==> config.mk <==
export PLATFORM = sky130hd
export DESIGN_NAME = led_frame_sequencer
export DESIGN_NICKNAME = d
export VERILOG_FILES = /design/src/rtl/led_frame_sequencer_pkg.sv /design/src/rtl/cycle_timer.sv /design/src/rtl/led_frame_sequencer.sv
export SDC_FILE = /design/constraint.sdc
export NUM_CORES = 1
export LEC_CHECK = 0
export CAP_MARGIN = 20
export CORE_AREA = 2 2 98 100
export CTS_BUF_LIST = sky130_fd_sc_hd__clkbuf_16
export DETAILED_ROUTE_END_ITERATION = 6
export DIE_AREA = 0 0 100 102
export SLEW_MARGIN = 20
export SYNTH_ARGS = -nofsm -noshare
export SYNTH_HDL_FRONTEND = slang
export SYNTH_SLANG_ARGS = --single-unit
==> constraint.sdc <==
create_clock -name clk -period 2.6 [get_ports clk]
set_input_delay 0.26 -clock clk [delete_from_list [all_inputs] [get_ports clk]]
set_output_delay 0.26 -clock clk [all_outputs]
set_load 0.01 [all_outputs]
==> src/rtl/led_frame_sequencer_pkg.sv <==
// Shared widths and FSM state encoding for the LED frame sequencer.
package led_frame_sequencer_pkg;

    localparam int ADDR_W  = 6;
    localparam int PHASE_W = 9;
    localparam int FLAG_W  = 3;
    localparam int COLOR_W = 24;

    localparam logic [PHASE_W-1:0] PHASE_MAX = 9'd511;

    typedef enum logic [2:0] {
        IDLE,
        FETCH,
        SEND,
        LATCH,
        UPDATE
    } state_t;

endpackage

==> src/rtl/cycle_timer.sv <==
// Up-counter that restarts from zero on start and flags the last cycle of a
// CYCLES-long interval while run is held.
module cycle_timer #(
    parameter int CYCLES = 3000,
    parameter int CNT_W  = (CYCLES > 1) ? $clog2(CYCLES) : 1
) (
    input  logic clk,
    input  logic rst,
    input  logic start,
    input  logic run,
    output logic done
);

    logic [CNT_W-1:0] count;

    assign done = (count == CNT_W'(CYCLES - 1));

    // Saturates at the terminal value so a late consumer still sees done.
    always_ff @(posedge clk or posedge rst) begin
        if (rst) begin
            count <= '0;
        end else if (start) begin
            count <= '0;
        end else if (run && !done) begin
            count <= count + 1'b1;
        end
    end

endmodule

==> src/rtl/led_frame_sequencer.sv <==
// Walks the strip once per frame, streams registered pixels over valid/ready,
// inserts the latch gap and advances the breathing phase / colour scheme.
module led_frame_sequencer
    import led_frame_sequencer_pkg::*;
#(
    parameter int NUM_LEDS        = 60,
    parameter int LATCH_CYCLES    = 3000,
    parameter int FRAMES_PER_STEP = 1
) (
    input  logic               clk,
    input  logic               rst,
    input  logic               enable,
    input  logic [COLOR_W-1:0] color_in,
    output logic [ADDR_W-1:0]  addr,
    output logic [PHASE_W-1:0] count_time,
    output logic [FLAG_W-1:0]  color_flag,
    output logic               pix_valid,
    output logic [COLOR_W-1:0] pix_data,
    input  logic               pix_ready,
    output logic               frame_done,
    output logic               busy
);

    localparam int FC_W = (FRAMES_PER_STEP > 1) ? $clog2(FRAMES_PER_STEP) : 1;
    localparam logic [ADDR_W-1:0] LAST_ADDR  = ADDR_W'(NUM_LEDS - 1);
    localparam logic [FC_W-1:0]   LAST_FRAME = FC_W'(FRAMES_PER_STEP - 1);

    state_t          state;
    logic [FC_W-1:0] frame_cnt;
    logic            last_handshake;
    logic            latch_done;

    assign last_handshake = (state == SEND) && pix_ready && (addr == LAST_ADDR);

    cycle_timer #(
        .CYCLES(LATCH_CYCLES)
    ) u_latch_timer (
        .clk  (clk),
        .rst  (rst),
        .start(last_handshake),
        .run  (state == LATCH),
        .done (latch_done)
    );

    always_ff @(posedge clk or posedge rst) begin
        if (rst) begin
            state      <= IDLE;
            addr       <= '0;
            count_time <= '0;
            color_flag <= '0;
            pix_valid  <= 1'b0;
            pix_data   <= '0;
            frame_done <= 1'b0;
            busy       <= 1'b0;
            frame_cnt  <= '0;
        end else begin
            frame_done <= 1'b0;
            case (state)
                IDLE: begin
                    if (enable) begin
                        state <= FETCH;
                        addr  <= '0;
                        busy  <= 1'b1;
                    end
                end

                FETCH: begin
                    pix_data  <= color_in;
                    pix_valid <= 1'b1;
                    state     <= SEND;
                end

                SEND: begin
                    if (pix_ready) begin
                        pix_valid <= 1'b0;
                        if (addr == LAST_ADDR) begin
                            state <= LATCH;
                        end else begin
                            addr  <= addr + 1'b1;
                            state <= FETCH;
                        end
                    end
                end

                LATCH: begin
                    if (latch_done) begin
                        state      <= UPDATE;
                        frame_done <= 1'b1;
                    end
                end

                // Phase and scheme only move here, so they are frozen for a whole frame.
                UPDATE: begin
                    if (frame_cnt == LAST_FRAME) begin
                        frame_cnt  <= '0;
                        count_time <= count_time + 1'b1;
                        if (count_time == PHASE_MAX) begin
                            color_flag <= color_flag + 1'b1;
                        end
                    end else begin
                        frame_cnt <= frame_cnt + 1'b1;
                    end
                    if (enable) begin
                        state <= FETCH;
                        addr  <= '0;
                    end else begin
                        state <= IDLE;
                        busy  <= 1'b0;
                    end
                end

                default: begin
                    state     <= IDLE;
                    pix_valid <= 1'b0;
                    busy      <= 1'b0;
                end
            endcase
        end
    end

endmodule

* Word level (Yosys, flattened, before mapping)
Index checks and enable logic that the tools add are counted.
** Operators by class
- Equality and inequality tests :: 13
- Bitwise operators :: 3
- Add/subtract/negate cells :: 5
- Reduce and logical (&&, ||, !) cells :: 16
- Muxes and demuxes :: 20
** Operators by type and width (count)
- two-way mux 12 bit :: 2
- two-way mux 6 bit :: 3
- one-hot mux 3 bit (5 select lines) :: 1
- adder 12 x 1 -> 12 bit (second input constant) :: 1
- == test 12 bit (second input constant) :: 1
- one-hot mux 6 bit (2 select lines) :: 1
- inequality test 2 bit (second input constant) :: 5
- adder 9 x 1 -> 9 bit (second input constant) :: 1
- == test 9 bit (second input constant) :: 1
- two-way mux 3 bit :: 3
- AND reduction 3 bit :: 3
- two-way mux 1 bit :: 7
- adder 6 x 1 -> 6 bit (second input constant) :: 1
- == test 3 x 2 -> 1 bit (second input constant) :: 2
- == test 6 bit (second input constant) :: 1
- one-hot mux 1 bit (3 select lines) :: 2
- OR reduction 3 bit :: 2
- AND reduction 2 bit :: 2
- AND reduction 4 bit :: 1
- nonzero test 2 bit :: 2
- adder 3 x 1 -> 3 bit (second input constant) :: 1
- == test 3 x 1 -> 1 bit (second input constant) :: 1
- == test 3 bit (second input constant) :: 1
- logical AND 1 bit :: 3
- other kinds (7) :: 9
** Storage, ports and cells
- Input port bits :: 28
- Word-level logic and storage cells :: 67
- Output and inout port bits :: 45
- Flip-flop bits (word level) :: 61

* Depth between registers and ports, before layout
- Depth after elaboration :: 5
- Depth in mapped cells :: 6
- Mapped depth without buffers :: 6

* Hierarchy
From an unflattened synthesis, not the netlist that was laid out.
** Second synthesis, totals
- Cell total of the unflattened synthesis :: 223
- Area total of the unflattened synthesis :: 2731.4 µm²
** By module, submodules not included
- led_frame_sequencer :: sequential area each 1201.2 µm², area each 2092.0 µm², cells an instance 158, times used 1
- cycle_timer :: sequential area each 300.3 µm², area each 639.4 µm², cells an instance 65, times used 1

* Least setup slack after synthesis
OpenSTA, ideal clock, no wires.
- Path type :: register to register
- Start point :: reg u_latch_timer.count[0]
- End point :: reg state[1]
- Clock period less this slack :: 1622 ps
- Data arrival time :: 1495 ps
- Cell stages (with the launch flop) :: 6
- Data required time :: 2474 ps
- Path slack :: 978 ps
- Library setup time :: 126 ps
- Buffers on the path :: 0
- Path through :: dfrtp_1 > ha_1 > nand3_1 > or4_4 > nand2_2 > a31oi_1
** On the way
- Longest elaborated chain between the ends :: 3
** RTL lines
- from (decl) :: RTL line cycle_timer.sv:14 : logic [CNT_W-1:0] count;
- from (signal assigned) :: RTL line cycle_timer.sv:25 : count <= count + 1'b1;
- == test 12 bit :: RTL line cycle_timer.sv:16 : assign done = (count == CNT_W'(CYCLES - 1));
- inequality test 2 bit (no line)
- AND reduction 3 bit (no line)
- to (signal assigned) :: RTL line led_frame_sequencer.sv:47 : state <= IDLE;
- to (signal assigned) :: RTL line led_frame_sequencer.sv:61 : state <= FETCH;
- to (signal assigned) :: RTL line led_frame_sequencer.sv:70 : state <= SEND;
- to (decl) :: RTL line led_frame_sequencer.sv:28 : state_t state;
Every way passes these cells.
A chain may end at the register's enable or synchronous reset.

* Worst setup path after layout
Same ends and word-level chain as after synthesis.

==> results.cfg <==
[outcome]
status = complete, no violations

[logic_synthesis]
synthCells = 216
synthesis.nets = 249
syn_area_um2 = 2660
synth_cell_types = 47
yosys-top-cells-area = dfrtp_1 56%, mux2_2 11%, xnor2_1 3.6%
syn-mean-instance-area_um2 = 12.3
synth-seq-area-share = 0.564
synthDominantCellAreaShare = 0.564
ys_warn_count = 0
synth-seq-cells = 60
synth_top_cell_by_area = dfrtp_1

[place]
gp_congestion = 0.819
hpwlAfterDp_um = 3840
io_buffers = 72

[floorplanning]
start_util = 0.292
ios = 73
dieArea_um2 = 10200
num_rows = 35
die_y_um = 102
dieWidth_um = 100
coreArea_um2 = 9110

[clocking]
path_clk_slew_ns = 0.05
htree_levels = 3
clk_path_buf_depth = 2
clk_latency_ns = 0.32
postCtsHoldBufs = 0
postCtsSetupBuffers = 0
cts_root_buffer = clkbuf_16
cts.sinks = 60
tritoncts = yes
ctsResizeCount = 0
numCtsBuffers = 9

[worst_setup_path]
start_kind = flop
required_ns = 2.80
crit_family = simple AND/OR/NAND/NOR gates
cp.arrival_ns = 2.00
reg2reg_from = u_latch_timer.count[0]$_DFFE_PP0P_
cp_max_fo = 6
max_stage_delay_ns = 0.62
critPathSlowestCell = or4_4
critPathKind = reg2reg
crit_buf_inv = 0
worstSetupEndpointType = flop
critPathLaunch = u_latch_timer.count[0]$_DFFE_PP0P_
cp_cell_sequence = ha_1 > nand3_1 > or4_4 > nand2_2 > a31oi_1

[timing]
fin_crit_ns = 1.80
slew_violations = 0
hold_viol = 0
holdWs_ns = 0.311
max_freq_mhz = 554
setup_viol_count_final = 0
slew_headroom = 0.635
worstMarginPinSlew_ns = 0.547
fin_crit_sh = 0.694
fin_skew_ns = 0.00625
tns_ns = 0
rsz0062_at_grt = false

[min_path]
hold_path.class = in2async

[detailed_routing]
firstDrtPassIters = 4
drt_iter0_markers = 74
via_per_inst = 4.80
avgRoutedWirePerCell_um = 13.2
wl_um = 5420
detail-route-antenna-nets = 0
num_vias = 1974
drc = 0

[power_and_ir_drop]
combPwrFrac = 0.029
ir_drop_mv = 0.325
switchingPower_mw = 0.425
p_int_mw = 1.80
switching_share = 0.191
p_leak_nw = 1.71
p_per_area_nw_per_um2 = 581
clkPwrFrac = 0.551
power_mw = 2.22
seqPwrFrac = 0.420

[layout]
layout_commonest_cell = clkdlybuf4s50_1
nets = 328
layout-drive-gt1-share = 0.173
syn2layout_area_growth_pct = 43.8
mostFrequentLayoutCells = 72 x clkdlybuf4s50_1, 60 x dfrtp_1, 25 x mux2_2, 17 x nor2_1, 11 x xnor2_1
fillCellCount = 872
insertedDiodeCount = 0

[global_routing]
antenna_found_initial = 0
grt_usage = 0.114
grt_pass1_vias = 1950
gr-total-overflow = 0
grt_max_degree = 37
grt_pass1_wl_um = 9040

[run]
drv_cap = 0
==> cell type report <==
class | instances | area, um^2 | share of cell area
Timing Repair Buffer | 74 | 748 | 0.195
Tap cell | 111 | 139 | 0.0363
Sequential cell | 60 | 1500 | 0.392
Multi-Input combinational cell | 145 | 1110 | 0.290
Inverter | 5 | 18.8 | 0.00490
Clock inverter | 7 | 83.8 | 0.0219
Clock buffer | 9 | 225 | 0.0588
==> Yosys cell counts, drive strengths merged <==
cell type / n
o22ai: 1
nor3: 1
xnor2: 11
mux2: 28
o21ai: 7
nor3b: 1
nand3b: 2
and4bb: 1
or4: 1
o21a: 2
nand3: 9
buf: 4
and3: 3
a21oi: 2
a21boi: 2
and4b: 1
and4: 2
inv: 5
a32o: 1
o31a: 1
a22o: 1
nand4: 8
or2: 1
nor2b: 1
nor2: 18
and2: 2
ha: 5
o221ai: 1
xor2: 6
or3: 2
nand2: 11
o211ai: 1
nor4: 6
and3b: 1
dfrtp: 60
a31oi: 4
a31o: 1
clkbuf: 2
==> routing by layer <==
layer / vias to the layer above / global-route usage / part of all wire
met5: - / 0 / 0
met4: 0 / 0.0495 / 0.015
met3: 10 / 0.0520 / 0.068
met2: 56 / 0.172 / 0.45
met1: 972 / 0.140 / 0.46
li1: 936 / - / -
==> power by group through the flow <==
stage	clock [mW]	sequential, mW	combinational (mW)
floorplan	0	0.951	0.0152
global placement	0	0.951	0.0655
detailed placement	0	0.951	0.0659
CTS	1.26	0.935	0.0664
global route	1.31	0.934	0.0711
finish	1.23	0.935	0.0637
==> logic make-up after synthesis <==
logic type	count (synthesis)	synth area share
xor gates and xnor gates	17	0.0559
buffers and inverters	11	0.0193
adders and majority gates	5	0.0235
AOI/OAI and AO/OA	24	0.0611
and+or+nand+nor	71	0.157
DFF	60	0.564
muxes	28	0.118
==> registers in the layout (all words and copies together) (netlist names) <==
signal,flops
addr,6
busy,1
color_flag,3
count_time,9
frame_done,1
pix_data,24
pix_valid,1
state,3
u_latch_timer.count,12
==> metrics by stage <==
stage	worst slack, ns	std cells	area (um^2)	util
6_report	0.796	411	3830	0.420
5_1_grt	0.676	411	3830	0.420
4_1_cts	0.794	411	3830	0.420
3_5_place_dp	0.775	395	3520	0.386
3_3_place_gp	0.824	395	3520	0.386
2_1_floorplan	0.855	216	2660	-
==> final timing paths <==
check / to / slack, ns / cells after the start
worst min register to register: color_flag[2]$_DFFE_PP0P_ / 0.47 / 1
max in group asynchronous: u_latch_timer.count[5]$_DFFE_PP0P_ / 1.70 / 3
worst max register to register: state[1]$_DFFE_PP0P_ / 0.80 / 5
min in group clk: color_flag[2]$_DFFE_PP0P_ / 0.47 / 1
worst max-delay path: state[1]$_DFFE_PP0P_ / 0.80 / 5
worst min-delay path: pix_data[20]$_DFFE_PP0P_ / 0.31 / 2
Power figures use the tool's default switching activity.
